--- src/rtl/audio_pkg.sv ---
// Shared types and constants for the record/playback memory controller.
package audio_pkg;

  localparam int AUDIO_DATA_W = 32;
  localparam logic [AUDIO_DATA_W-1:0] AUDIO_SILENCE = '0;

  typedef enum logic [2:0] {
    ST_IDLE,
    ST_WR_ACK,
    ST_RECORD,
    ST_RD_ACK,
    ST_PLAY
  } audio_state_e;

endpackage

--- src/rtl/audio_sample_hold.sv ---
// One-entry valid/data holding register. A load while full and not being
// drained is refused and flagged on overrun_o; clear_i dominates.
module audio_sample_hold #(
  parameter int DATA_W = 32
) (
  input  logic              clk_i,
  input  logic              rst_ni,
  input  logic              clear_i,
  input  logic              load_i,
  input  logic              accept_i,
  input  logic [DATA_W-1:0] data_i,
  output logic              valid_o,
  output logic [DATA_W-1:0] data_o,
  output logic              overrun_o
);

  logic              valid_q, valid_d;
  logic [DATA_W-1:0] data_q, data_d;

  always_comb begin
    valid_d = valid_q;
    data_d  = data_q;
    if (clear_i) begin
      valid_d = 1'b0;
    end else begin
      if (accept_i) valid_d = 1'b0;
      // A load in the same cycle as the drain takes the freed slot.
      if (load_i && (!valid_q || accept_i)) begin
        valid_d = 1'b1;
        data_d  = data_i;
      end
    end
  end

  always_ff @(posedge clk_i or negedge rst_ni) begin
    if (!rst_ni) begin
      valid_q <= 1'b0;
      data_q  <= '0;
    end else begin
      valid_q <= valid_d;
      data_q  <= data_d;
    end
  end

  assign valid_o   = valid_q;
  assign data_o    = data_q;
  assign overrun_o = load_i & valid_q & ~accept_i & ~clear_i;

endmodule

--- src/rtl/audio_mem_ctrl.sv ---
// Memory-side record/playback controller: captures ADC samples into linear
// word memory and streams the recorded length back to the DAC.
module audio_mem_ctrl
  import audio_pkg::*;
#(
  parameter int ADDR_W = 18,
  parameter int DATA_W = AUDIO_DATA_W
) (
  input  logic              clk,
  input  logic              rst,
  input  logic              write_req,
  output logic              write_req_ack,
  input  logic              read_req,
  output logic              read_req_ack,
  input  logic              record,
  input  logic              play,
  input  logic              adc_valid,
  input  logic [DATA_W-1:0] adc_data,
  input  logic              dac_req,
  output logic [DATA_W-1:0] dac_data,
  output logic [ADDR_W-1:0] mem_addr,
  output logic              mem_wr,
  output logic              mem_rd,
  output logic [DATA_W-1:0] mem_wdata,
  input  logic              mem_ready,
  input  logic [DATA_W-1:0] mem_rdata,
  input  logic              mem_rdata_valid,
  output logic [ADDR_W:0]   rec_len,
  output logic              full,
  output logic              overrun
);

  localparam logic [ADDR_W:0] CAP = {1'b1, {ADDR_W{1'b0}}};

  function automatic logic [ADDR_W:0] sat_inc(input logic [ADDR_W:0] v);
    return (v == '1) ? v : v + 1'b1;
  endfunction

  audio_state_e      state_q, state_d;
  logic [ADDR_W:0]   wr_cnt_q, wr_cnt_d;
  logic [ADDR_W:0]   rd_cnt_q, rd_cnt_d;
  logic [ADDR_W:0]   rec_len_q, rec_len_d;
  logic              full_q, full_d;
  logic              ovr_q, ovr_d;
  logic              rd_cmd_q, rd_cmd_d;
  logic              rd_out_q, rd_out_d;
  logic [DATA_W-1:0] dac_q, dac_d;

  logic              wh_load, wh_clear, wh_valid, wh_ovr;
  logic [DATA_W-1:0] wh_data;
  logic              pf_load, pf_accept, pf_clear, pf_valid, pf_ovr_unused;
  logic [DATA_W-1:0] pf_data;

  logic              wr_accept, rd_accept, drained, rd_done, leaving;
  logic [ADDR_W:0]   wr_fill;

  audio_sample_hold #(.DATA_W(DATA_W)) u_wr_hold (
    .clk_i     (clk),
    .rst_ni    (rst),
    .clear_i   (wh_clear),
    .load_i    (wh_load),
    .accept_i  (wr_accept),
    .data_i    (adc_data),
    .valid_o   (wh_valid),
    .data_o    (wh_data),
    .overrun_o (wh_ovr)
  );

  audio_sample_hold #(.DATA_W(DATA_W)) u_rd_prefetch (
    .clk_i     (clk),
    .rst_ni    (rst),
    .clear_i   (pf_clear),
    .load_i    (pf_load),
    .accept_i  (pf_accept),
    .data_i    (mem_rdata),
    .valid_o   (pf_valid),
    .data_o    (pf_data),
    .overrun_o (pf_ovr_unused)
  );

  assign wr_accept = wh_valid & mem_ready;
  assign rd_accept = rd_cmd_q & mem_ready;
  assign drained   = ~rd_cmd_q & ~rd_out_q;
  assign rd_done   = (rd_cnt_q == rec_len_q) & ~pf_valid & drained;
  assign leaving   = write_req | read_req | ~play;
  // Count the pending hold entry so a sample can never be placed past capacity.
  assign wr_fill   = wr_cnt_q + {{ADDR_W{1'b0}}, wh_valid};

  always_comb begin
    state_d   = state_q;
    wr_cnt_d  = wr_accept ? sat_inc(wr_cnt_q) : wr_cnt_q;
    rd_cnt_d  = rd_cnt_q;
    rec_len_d = rec_len_q;
    full_d    = full_q;
    ovr_d     = ovr_q | wh_ovr;
    rd_cmd_d  = rd_cmd_q & ~mem_ready;
    rd_out_d  = rd_out_q;
    dac_d     = dac_q;
    wh_load   = 1'b0;
    wh_clear  = 1'b0;
    pf_load   = 1'b0;
    pf_accept = 1'b0;
    pf_clear  = 1'b0;

    if (rd_accept) rd_out_d = 1'b1;
    if (rd_out_q && mem_rdata_valid) rd_out_d = 1'b0;

    case (state_q)
      ST_IDLE: begin
        if (write_req) begin
          state_d  = ST_WR_ACK;
          wr_cnt_d = '0;
          full_d   = 1'b0;
          ovr_d    = 1'b0;
          wh_clear = 1'b1;
        end else if (read_req) begin
          state_d  = ST_RD_ACK;
          rd_cnt_d = '0;
          pf_clear = 1'b1;
        end
      end
      ST_WR_ACK: state_d = ST_RECORD;
      ST_RECORD: begin
        if (write_req) begin
          state_d  = ST_WR_ACK;
          wr_cnt_d = '0;
          full_d   = 1'b0;
          ovr_d    = 1'b0;
          wh_clear = 1'b1;
        end else begin
          if (record && adc_valid) begin
            if (wr_fill >= CAP) full_d = 1'b1;
            else                wh_load = 1'b1;
          end
          // Leave only once the last held sample has been accepted.
          if (!record && (!wh_valid || wr_accept)) begin
            rec_len_d = wr_cnt_d;
            state_d   = ST_IDLE;
          end
        end
      end
      ST_RD_ACK: begin
        state_d  = ST_PLAY;
        rd_cmd_d = (rec_len_q != '0);
      end
      ST_PLAY: begin
        if (leaving) begin
          // Outstanding read data is discarded; exit waits for the bus to go quiet.
          if (drained) begin
            dac_d    = DATA_W'(AUDIO_SILENCE);
            pf_clear = 1'b1;
            if (write_req) begin
              state_d  = ST_WR_ACK;
              wr_cnt_d = '0;
              full_d   = 1'b0;
              ovr_d    = 1'b0;
              wh_clear = 1'b1;
            end else if (read_req) begin
              state_d  = ST_RD_ACK;
              rd_cnt_d = '0;
            end else begin
              state_d  = ST_IDLE;
            end
          end
        end else begin
          if (rd_out_q && mem_rdata_valid) begin
            pf_load  = 1'b1;
            rd_cnt_d = sat_inc(rd_cnt_q);
          end
          if (dac_req) begin
            if (pf_valid) begin
              dac_d     = pf_data;
              pf_accept = 1'b1;
              if (rd_cnt_q < rec_len_q) rd_cmd_d = 1'b1;
            end else if (rd_done) begin
              dac_d = DATA_W'(AUDIO_SILENCE);
            end
          end
        end
      end
      default: state_d = ST_IDLE;
    endcase
  end

  always_ff @(posedge clk or negedge rst) begin
    if (!rst) begin
      state_q   <= ST_IDLE;
      wr_cnt_q  <= '0;
      rd_cnt_q  <= '0;
      rec_len_q <= '0;
      full_q    <= 1'b0;
      ovr_q     <= 1'b0;
      rd_cmd_q  <= 1'b0;
      rd_out_q  <= 1'b0;
      dac_q     <= '0;
    end else begin
      state_q   <= state_d;
      wr_cnt_q  <= wr_cnt_d;
      rd_cnt_q  <= rd_cnt_d;
      rec_len_q <= rec_len_d;
      full_q    <= full_d;
      ovr_q     <= ovr_d;
      rd_cmd_q  <= rd_cmd_d;
      rd_out_q  <= rd_out_d;
      dac_q     <= dac_d;
    end
  end

  assign write_req_ack = (state_q == ST_WR_ACK);
  assign read_req_ack  = (state_q == ST_RD_ACK);
  assign mem_wr        = wh_valid;
  assign mem_wdata     = wh_data;
  assign mem_rd        = rd_cmd_q;
  assign mem_addr      = rd_cmd_q ? rd_cnt_q[ADDR_W-1:0] : wr_cnt_q[ADDR_W-1:0];
  assign dac_data      = dac_q;
  assign rec_len       = rec_len_q;
  assign full          = full_q;
  assign overrun       = ovr_q;

endmodule
--- config.mk ---
export PLATFORM = sky130hd
export DESIGN_NAME = audio_mem_ctrl
export DESIGN_NICKNAME = d
export VERILOG_FILES = /design/src/rtl/audio_pkg.sv /design/src/rtl/audio_sample_hold.sv /design/src/rtl/audio_mem_ctrl.sv
export SDC_FILE = /design/constraint.sdc
export NUM_CORES = 1
export LEC_CHECK = 0
export ABC_CLOCK_PERIOD_IN_PS = 3300
export BUFFER_PORTS_ARGS = -buffer_cell sky130_fd_sc_hd__buf_2
export CORE_AREA = 4 4 156 143
export DETAILED_ROUTE_END_ITERATION = 6
export DIE_AREA = 0 0 160 147
export PLACE_DENSITY = 0.59
export SYNTH_ARGS = -nofsm -noshare
export SYNTH_HDL_FRONTEND = slang
export SYNTH_HIERARCHICAL = 1
export SYNTH_SLANG_ARGS = --single-unit
export TNS_END_PERCENT = 10
--- constraint.sdc ---
create_clock -name clk -period 3.3 [get_ports clk]
set_clock_uncertainty 0.05 [all_clocks]
set_input_delay 0.33 -clock clk [delete_from_list [all_inputs] [get_ports clk]]
set_output_delay 0.33 -clock clk [all_outputs]
set_load 0.005 [all_outputs]
Word-level counts from Yosys, hierarchy flattened. Cells that the tools add are included.

Flip-flop bits (word level): 162. Bits of input ports: 74. Output and inout port bits: 107.

Add/subtract/negate cells: 3. Order comparisons: 2. Equality and inequality tests: 17. Multiplexer cells: 72. Bitwise gates (word level): 21. Reduce and logical (&&, ||, !) cells: 27.

Operators by type and width (number): 19-bit two-way mux (11); 32-bit two-way mux (5); 19-bit case mux with 2 select lines (2); 1-bit two-way mux (39); 19-bit by 1-bit adder with 19-bit output (second input constant) (2); 19-bit equality test (second input constant) (2); 3-bit != test (second input constant) (7); 19-bit by 1-bit adder with 19-bit output (1); 19-bit equality test (1); 19-bit greater-or-equal comparator (second input constant) (1); 19-bit less-than comparator (1); 19-bit nonzero test (1); 18-bit two-way mux (1); 3-bit two-way mux (6); 3-bit case mux with 5 select lines (1); 4-bit AND reduction (3); 3-bit nonzero test (4); 1-bit bitwise AND (9); 1-bit NOT (9); 1-bit case mux with 2 select lines (4); 3-bit by 2-bit equality test with 1-bit output (second input constant) (2); 2-bit != test (second input constant) (3); 2-bit nonzero test (3); 1-bit logical AND (5); 12 further kinds (19).

Logic depth before layout (Yosys ltp).
Depth in word-level cells: 14. Gate-level depth with buffers: 10. Mapped depth without buffers: 8.

Modules after synthesis. Netlist, hierarchy kept.

Modules (own cells, without submodules): audio_mem_ctrl (instances 1, cells an instance 605, area each 5645.4 µm²); audio_sample_hold (instances 2, cells an instance 73, area each 1268.7 µm²).

Least setup slack after synthesis. Ideal clock, no wire load.

Path kind: register to register. From: register wr_cnt_q[2]. To: register u_wr_hold.data_q[0] (netlist: u_wr_hold/data_o[0]). Arrival time: 2.365 ns. Required time: 3.125 ns. Slack: 0.760 ns. Cell stages (with the launch flop): 11. Buffers on the path: 3. Cell sequence: dfrtp_1 -> and4_1 -> clkbuf_1 -> and2_1 -> buf_2 -> a31o_2 -> a21o_1 -> nor2_1 -> nor3b_4 -> buf_6 -> mux2_2.

Longest elaborated chain between the ends: 8.

RTL lines: from (decl) (line audio_mem_ctrl.sv:40) `logic [ADDR_W:0] wr_cnt_q, wr_cnt_d;`; from (signal assigned) (line audio_mem_ctrl.sv:198) `wr_cnt_q <= wr_cnt_d;`; 19-bit by 1-bit adder with 19-bit output (line audio_mem_ctrl.sv:87) `assign wr_fill = wr_cnt_q + {{ADDR_W{1'b0}}, wh_valid};`; 19-bit greater-or-equal comparator (line audio_mem_ctrl.sv:132) `if (wr_fill >= CAP) full_d = 1'b1;`; 1-bit two-way mux (line audio_mem_ctrl.sv:132); 1-bit two-way mux (line audio_mem_ctrl.sv:131) `if (record && adc_valid) begin`; 1-bit two-way mux (line audio_mem_ctrl.sv:124) `if (write_req) begin`; 1-bit two-way mux (line audio_mem_ctrl.sv:108) `case (state_q)`; named net wh_load (line audio_mem_ctrl.sv:49) `logic wh_load, wh_clear, wh_valid, wh_ovr;`; 1-bit logical AND (line audio_sample_hold.sv:28) `if (load_i && (!valid_q || accept_i)) begin`; 2-bit AND reduction (no line); to (signal assigned) (line audio_sample_hold.sv:41) `data_q <= data_d;`; to (decl) (line audio_sample_hold.sv:18) `logic [DATA_W-1:0] data_q, data_d;`.

The timed path passes the listed nets, and every way through them passes these cells. A chain may end at the register's enable or synchronous reset.

Worst setup path in the final report.
From: register wr_cnt_q[2]. To: register u_wr_hold.data_q[29] (netlist: u_wr_hold/data_o[29]).

The elaborated chain is that of the path after synthesis.

==> results.cfg <==
[run_status]
status = complete, no violations

[worst_setup_path]
cpMaxStageDelayCell = dfrtp_1
startpoint_type = register
cp.required_ns = 3.56
cp-end-kind = register
arrival_ns = 3.04
max_stage_delay_ns = 0.45
cp_max_fo = 32
worstSetupPathType = reg2reg
crit_chain = and4_1 > and2_1 > nand4_1 > a21o_1 > nor2_1 > nor3b_4 > buf_4 > mux2_2

[pwr]
p_switching_mw = 1.909
p_per_area_nw_per_um2 = 604.9
p_seq_share_pct = 43.3
switching_share_pct = 31.65
intPower_mw = 4.122
ir_drop_mv = 0.3309
static-leakage-power_nw = 4.870
power_frac_comb_pct = 23.5
p_clk_share_pct = 33.2

[grt]
busiest_layer = met2
grt_antenna_before_repair = 0
grt_pass1_vias = 6202
met2_usage_pct = 26.91
grt_pass1_wl_mm = 34.34
grtUsageMet3_pct = 5.442
globalRouteTotalUtil_pct = 18.03
grt_max_degree = 94
grt.met1_usage_pct = 25.74
grt-ovfl-total = 0

[timing]
tightest_slew_ns = 0.6787
finalCritPeriodShare_pct = 84.19
hold_slack_ns = 0.06788
hold_violations = 0
slew_violations = 0
worst_slack_ns = 0.5219
fin_crit_ns = 2.778
maxSlewHeadroom_pct = 54.75
rsz0062_at_grt = no
setup_viol_count_final = 0
fin_tns_setup_ns = 0
clock.fmax_ghz = 0.3600

[routing]
drc = 0
drt_iter0_markers = 343
wl_per_cell_um = 17.28
drtAntennaViolNets = 0
dr_total_vias = 6253
routed_wirelength_mm = 20.84
first_pass_iters = 6
routed_via_density = 5.185

[die]
initial_utilization_pct = 39.59
core_um2 = 20640
die_h_um = 147
rows = 50
die_area_um2 = 23520
die_w_um = 160
io_pins = 181

[layout]
seqCellArea_um2 = 4054
multi_input_area_um2 = 3687
nets = 1030
fill_cells = 1953
syn_to_final_growth_pct = 21.97
finalInstanceArea_um2 = 9970
diodes = 0
post_route_cells_drive_above_1_share_pct = 36.26
fin_util_pct = 48.29

[clocking]
cts-buffers-inserted = 17
worstSkewPairLatency_ns = 0.43
cts_setup_buffers = 0
cts_resized = 0
cts_max_level = 4
root_buffer = clkbuf_16
cts.clk_slew.worst_paths_ns = 0.07
ctsHoldBuffers = 1
ctsLongestPathBuffers = 2
tritoncts = built
clock_sinks = 162

[min_path]
hold_path_class = in2reg

[run]
drv_cap = 0

[synth]
syn_area_um2 = 8174
syn_nets = 847
syn_avg_cell_area_um2 = 10.90
synth_cells = 750
ys_warn_count = 6

[place]
gp_congestion = 0.8363
place_hpwl_mm = 15.39
postPlaceCellArea_um2 = 9355
dp_slack_ns = 0.5641
port_buffers = 180
## metal layers
layer,wire [µm],share of wire (%),vias up
met4,362,1.7,0
met2,9420,45,199
met1,9716,47,3010
li1,-,-,3017
met5,0,0,-
met3,1342,6.4,27
## layout by cell type, fill, tap and decap left out, drive strengths merged, types with 8 or more instances in the layout
cell and count:
a21oi 19, a31oi 8, and3 13, buf 198
clkbuf 17, dfrtp 162, ha 23, inv 67
mux2 82, mux2i 36, nand2 83, nand3 21
nand4 13, nor2 45, nor3 16, nor4 8
o21ai 27, o31ai 8, xnor2 14
## power groups by stage
stage                     logic [mW]  clock network [mW]  registers (mW)
final                           1.42                2.00            2.61
after floorplan                0.832                   0            2.60
after global placement          1.42                   0            2.64
after global routing            1.59                2.15            2.67
after CTS                       1.44                2.06            2.61
after detailed placement        1.44                   0            2.64
## sequential cells by signal, indices dropped and copies added (netlist names), 3 cells and up
name / cells
rd_cnt_q: 19
u_rd_prefetch/data_o: 32
u_wr_hold/data_o: 32
dac_data: 32
wr_cnt_q: 19
state_q: 3
rec_len: 19
## final timing paths
| path | slack, ns | end | cells past startpoint | from |
|---|---|---|---|---|
| min in group asynchronous | 0.24 | rec_len[6] | 2 | rst |
| max in group asynchronous | 2.03 | dac_data[6] | 3 | rst |
| setup / recovery | 0.52 | u_wr_hold/data_o[29] | 8 | wr_cnt_q[2] |
| setup reg to reg | 0.52 | u_wr_hold/data_o[29] | 8 | wr_cnt_q[2] |
| hold / removal | 0.07 | rd_out_q | 2 | mem_rdata_valid |
| hold reg to reg | 0.44 | rd_out_q | 1 | rd_out_q |
## worst max-delay path: cells and delay by family, from the launching register on
family                 cells  cell delay (ns)
DFF                        1             0.45
AOI/OAI and AO/OA          1             0.22
and+or+nand+nor            5             1.17
muxes                      1             0.39
buffers and inverters      1             0.38
## metrics by stage
| step | instances | power (mW) |
|---|---|---|
| floorplan | 750 | 3.432 |
| global route | 1206 | 6.407 |
| finish | 1206 | 6.031 |
| global placement | 1173 | 4.061 |
| detailed placement | 1173 | 4.082 |
| CTS | 1206 | 6.117 |
## final cells by class
| class | count | share of cell area (%) |
|---|---|---|
| tap | 260 | 3.263 |
| timing repair buffer | 199 | 10.81 |
| inverter | 59 | 2.221 |
| clock inverter | 15 | 1.795 |
| clock buffer | 17 | 4.267 |
| sequential | 162 | 40.66 |
| multi-input combinational | 494 | 36.99 |
No activity file was read; power rests on OpenSTA's default activity.
